### config.mk
export PLATFORM = sky130hd
export DESIGN_NAME = multicycle_main_control
export DESIGN_NICKNAME = d
export VERILOG_FILES = /design/src/rtl/multicycle_main_control.sv
export SDC_FILE = /design/constraint.sdc
export NUM_CORES = 1
export LEC_CHECK = 0
export ABC_AREA = 1
export CORE_UTILIZATION = 43
export DETAILED_ROUTE_END_ITERATION = 8
export GPL_TIMING_DRIVEN = 0
export PLACE_DENSITY = 0.83
export SLEW_MARGIN = 10
export SYNTH_ARGS = -nofsm -noshare
export SYNTH_HDL_FRONTEND = slang
export SYNTH_SLANG_ARGS = --single-unit
export TNS_END_PERCENT = 50
### constraint.sdc
create_clock -name clk -period 2 [get_ports clk]
set_input_delay 0.4 -clock clk [delete_from_list [all_inputs] [get_ports clk]]
set_output_delay 0.4 -clock clk [all_outputs]
set_load 0.005 [all_outputs]
### src/rtl/multicycle_main_control.sv
// Main control FSM of the multi-cycle RV32I core: sequences fetch/decode/execute/
// memory/writeback and drives datapath strobes, mux selects and ALU-decoder hints.
module multicycle_main_control #(
  parameter int RESET_STATE_FETCH = 1
) (
  input  logic       clk,
  input  logic       resetn,
  input  logic [6:0] opcode,
  input  logic       mem_ready,
  output logic       mem_req,
  output logic       mem_write,
  output logic       adr_src,
  output logic       ir_write,
  output logic       pc_write,
  output logic       branch,
  output logic       reg_write,
  output logic [1:0] alu_src_a,
  output logic [1:0] alu_src_b,
  output logic [1:0] result_src,
  output logic [2:0] imm_src,
  output logic [1:0] alu_op,
  output logic       is_imm,
  output logic       illegal
);

  typedef enum logic [3:0] {
    S_FETCH, S_DECODE, S_MEMADR, S_MEMREAD, S_MEMWB, S_MEMWRITE,
    S_EXECR, S_EXECI, S_ALUWB, S_BRANCH, S_JUMP, S_JALRADR,
    S_LUI, S_AUIPC, S_TRAP
  } state_t;

  localparam logic [6:0] OP_LOAD   = 7'b0000011;
  localparam logic [6:0] OP_STORE  = 7'b0100011;
  localparam logic [6:0] OP_R      = 7'b0110011;
  localparam logic [6:0] OP_I      = 7'b0010011;
  localparam logic [6:0] OP_BRANCH = 7'b1100011;
  localparam logic [6:0] OP_JAL    = 7'b1101111;
  localparam logic [6:0] OP_JALR   = 7'b1100111;
  localparam logic [6:0] OP_LUI    = 7'b0110111;
  localparam logic [6:0] OP_AUIPC  = 7'b0010111;

  localparam state_t RESET_STATE = (RESET_STATE_FETCH != 0) ? S_FETCH : S_FETCH;

  state_t state;

  always_ff @(posedge clk) begin
    if (!resetn) begin
      state <= RESET_STATE;
    end else begin
      case (state)
        S_FETCH:    if (mem_ready) state <= S_DECODE;
        S_DECODE: begin
          case (opcode)
            OP_LOAD, OP_STORE: state <= S_MEMADR;
            OP_R:              state <= S_EXECR;
            OP_I:              state <= S_EXECI;
            OP_BRANCH:         state <= S_BRANCH;
            OP_JAL:            state <= S_JUMP;
            OP_JALR:           state <= S_JALRADR;
            OP_LUI:            state <= S_LUI;
            OP_AUIPC:          state <= S_AUIPC;
            default:           state <= S_TRAP;
          endcase
        end
        S_MEMADR:   state <= (opcode == OP_STORE) ? S_MEMWRITE : S_MEMREAD;
        S_MEMREAD:  if (mem_ready) state <= S_MEMWB;
        S_MEMWB:    state <= S_FETCH;
        S_MEMWRITE: if (mem_ready) state <= S_FETCH;
        S_EXECR, S_EXECI, S_LUI, S_AUIPC: state <= S_ALUWB;
        S_JALRADR:  state <= S_JUMP;
        S_JUMP:     state <= S_ALUWB;
        S_ALUWB, S_BRANCH: state <= S_FETCH;
        S_TRAP:     state <= S_TRAP;
        default:    state <= S_FETCH;
      endcase
    end
  end

  // Outputs decode from state combinationally: FETCH must gate ir/pc writes with
  // mem_ready and a low resetn must kill every strobe in the same cycle.
  always_comb begin
    mem_req    = 1'b0;
    mem_write  = 1'b0;
    adr_src    = 1'b0;
    ir_write   = 1'b0;
    pc_write   = 1'b0;
    branch     = 1'b0;
    reg_write  = 1'b0;
    alu_src_a  = 2'b00;
    alu_src_b  = 2'b00;
    result_src = 2'b00;
    imm_src    = 3'b000;
    alu_op     = 2'b00;
    is_imm     = 1'b0;
    illegal    = 1'b0;
    case (state)
      S_FETCH: begin
        mem_req    = 1'b1;
        alu_src_b  = 2'b10;
        result_src = 2'b10;
        ir_write   = mem_ready;
        pc_write   = mem_ready;
      end
      S_DECODE: begin
        alu_src_a = 2'b01;
        alu_src_b = 2'b01;
        imm_src   = (opcode == OP_JAL) ? 3'b011 : 3'b010;
      end
      S_MEMADR: begin
        alu_src_a = 2'b10;
        alu_src_b = 2'b01;
        imm_src   = (opcode == OP_STORE) ? 3'b001 : 3'b000;
      end
      S_MEMREAD: begin
        mem_req = 1'b1;
        adr_src = 1'b1;
      end
      S_MEMWB: begin
        result_src = 2'b01;
        reg_write  = 1'b1;
      end
      S_MEMWRITE: begin
        mem_req   = 1'b1;
        mem_write = 1'b1;
        adr_src   = 1'b1;
      end
      S_EXECR: begin
        alu_src_a = 2'b10;
        alu_op    = 2'b10;
      end
      S_EXECI: begin
        alu_src_a = 2'b10;
        alu_src_b = 2'b01;
        alu_op    = 2'b11;
        is_imm    = 1'b1;
      end
      S_LUI: begin
        alu_src_a = 2'b11;
        alu_src_b = 2'b01;
        imm_src   = 3'b100;
      end
      S_AUIPC: begin
        alu_src_a = 2'b01;
        alu_src_b = 2'b01;
        imm_src   = 3'b100;
      end
      S_JALRADR: begin
        alu_src_a = 2'b10;
        alu_src_b = 2'b01;
      end
      S_JUMP: begin
        alu_src_a = 2'b01;
        alu_src_b = 2'b10;
        pc_write  = 1'b1;
      end
      S_ALUWB:  reg_write = 1'b1;
      S_BRANCH: begin
        alu_src_a = 2'b10;
        alu_op    = 2'b01;
        branch    = 1'b1;
      end
      S_TRAP:   illegal = 1'b1;
      default:  ;
    endcase
    if (!resetn) begin
      mem_req    = 1'b0;
      mem_write  = 1'b0;
      adr_src    = 1'b0;
      ir_write   = 1'b0;
      pc_write   = 1'b0;
      branch     = 1'b0;
      reg_write  = 1'b0;
      alu_src_a  = 2'b00;
      alu_src_b  = 2'b00;
      result_src = 2'b00;
      imm_src    = 3'b000;
      alu_op     = 2'b00;
      is_imm     = 1'b0;
      illegal    = 1'b0;
    end
  end

endmodule

==> results.toml <==
[outcome]
status = "complete, no violations"

[placed_design]
place_area_um2 = 950.9
dp_slack_ps = -441.5
place_hpwl_um = 1459
globalplace.congestion = 0.8847
io_buffers = 29
placed_cells = 167

[pwr]
leakage_nw = 0.6369
powerDensity_mw_per_mm2 = 1003
ir_worst_vdd_uv = 694.7
intPower_mw = 0.5754
clock_power_share = 0.091
swShare = 0.4963
power_mw = 1.142
p_sw_mw = 0.5669
power_frac_comb = 0.742
sequentialPowerShare = 0.168

[clock_network]
h-tree-depth = 1
ctsLongestPathBuffers = 2
numCtsBuffers = 3
cts_tree = "built"
clockRootBuffer = "clkbuf_4"
path_clk_slew_ps = 40
cts.sinks = 4
clk_latency_ps = 240

[critical_path]
required_ps = 1600
worst_setup_path_end_kind = "output port"
cpPeakStageDelay_ps = 510
crit_arrival_ps = 1590
crit_type = "primary input to output port"
critPathLaunchType = "primary input"
r2r_slack_ps = 700
crit_path_frequent_cell = "clkdlybuf4s50_1"
slowest_stage = "clkdlybuf4s50_1"
path_buf_inv = 3
worstPathMaxFanout = 5
crit_family = "buffers and inverters"
path_cells = "clkdlybuf4s50_1 > inv_1 > nor2_1 > clkdlybuf4s50_1"

[global_route]
grt_pass1_wl_um = 3153
grt_start_max_net_pins = 11
antenna_found_initial = 0
grt_pass1_vias = 764
overflow = 0
grt_use_total = 0.2852

[sta]
fin_ws_ps = 12.41
worst_pin_slew_ps = 244.2
max_freq_ghz = 0.5031
finalCritPeriodShare = 0.9938
whs_ps = 537.1
final-max-slew-violation-count = 0
finClkSkew_ps = 6.844
rsz0062_at_grt = "yes"
finalSetupViolCount = 0
finalCriticalPeriod_ps = 1988
finalHoldViolations = 0
slew_headroom = 0.8360
setup_tns_ps = 0

[synth]
synth_edf_count = 0
synth_area_um2 = 641.9
yosysMostFrequentCell = "nand2_1"
synth_cell_types = 24
avgSynthCellArea_um2 = 5.218
yosysTopAreaCellShare = 0.1871
ys_top_cells_by_area = "nand2_1, dfxtp_1, nor2_1"
synth.yosys.seq_area_share = 0.1248
netlist_instances = 123
async_flop_share = 0
synth_seq_cells = 4
yosys.area.top_type = "nand2_1"
synthTopCellsByCount = "nand2_1, nor2_1, inv_1, inv_2, nand3_1"
ys.flop_type = "dfxtp_1"
synth_fp_nets = 133
yosysWarnings = 0

[route]
wl_per_cell_um = 13.13
vias = 992
drt_iter0_markers = 48
routed_via_density = 5.511
first_pass_iters = 4
wl_um = 2364
drcViolationCount = 0
antenna_left = 0

[cells_and_area]
instances_no_fill = 180
utilization = 0.8434
reg_top3 = "state: 4 flops"
final_area_mm2 = 0.001139
nets = 177
antennaDiodeCount = 0
synthToLayoutAreaGrowth_pct = 77.39
largest_reg_flops = 4
largest_register = "state"
post_route_cells_drive_above_1_share = 0.3697

[run]
maxCapViolCount = 0

[floorplanning]
fp.dieH_um = 40.64
die_w_um = 40.64
dieArea_mm2 = 0.001651
initial_utilization = 0.4754
row_count = 13
coreArea_mm2 = 0.001350
io_pins = 30

[hold_path]
hold_path_class = "primary input to flop"
[per-layer routing]
layer | track usage | vias to the layer above | part of all wire
met1 | 0.3257 | 448 | 0.42
li1 | - | 472 | -
met2 | 0.5079 | 60 | 0.47
met3 | 0.02174 | 12 | 0.074
met4 | 0.1750 | 0 | 0.041
met5 | 0 | - | 0
[cells by family after synthesis]
logic type      after synthesis  synth area share
simple gates                 75            0.5458
buf+inv                      25            0.1481
compound gates               19            0.1813
flops                         4            0.1248
[layout make-up]
cell class / instances / area, µm²
clock buffers: 3 / 22.52
fillers: 87 / 211.5
plain buffers: 1 / 5.005
repair buffers: 39 / 367.9
multi-input cells: 94 / 538.0
inverters: 24 / 93.84
well taps: 15 / 18.77
flip-flops and latches: 4 / 92.59
[worst reg2reg max path, delay by kind of cell (launching register included)]
family	cells	cell delay, ps
buf+inv	2	110
flops	1	360
simple gates	6	730
[power by group through the flow]
| stage | logic [mW] | clock network (mW) | registers, mW |
|---|---|---|---|
| after detailed placement | 0.693 | 0 | 0.165 |
| after global placement | 0.687 | 0 | 0.164 |
| after CTS | 0.729 | 0.104 | 0.179 |
| final | 0.847 | 0.104 | 0.192 |
| after global routing | 0.924 | 0.111 | 0.196 |
| after floorplan | 0.438 | 0 | 0.157 |
[worst paths after layout]
path / startpoint / end / depth (start not counted)
hold reg to reg: state[0] / state[0] / 2
hold / removal: resetn / state[3] / 3
setup reg to reg: state[0] / state[3] / 8
setup / recovery: mem_ready / ir_write / 4
[layout by cell type, fill, tap and decap left out, drive strengths merged]
cell type and count:
a211oi 1, a21oi 6, a31oi 4, buf 12, clkbuf 3, clkdlybuf4s15 2
clkdlybuf4s50 7, clkinv 1, dfxtp 4, dlygate4sd2 11, dlymetal6s2s 8, inv 23
nand2 37, nand3 8, nor2 27, nor3 2, nor3b 1, o211ai 1
o21a 1, o21ai 5, o22ai 1
[repair_timing]
| item | CTS | global route |
|---|---|---|
| setup buffers | 4 | 6 |
| endpoints found under the setup margin | 20 | 7 |
| pin swaps | 4 | 7 |
| endpoints found under the hold margin | 0 | 0 |
| gates resized for setup | 32 | 26 |
| hold buffers | 0 | 0 |
(Power assumes the default switching activity.)
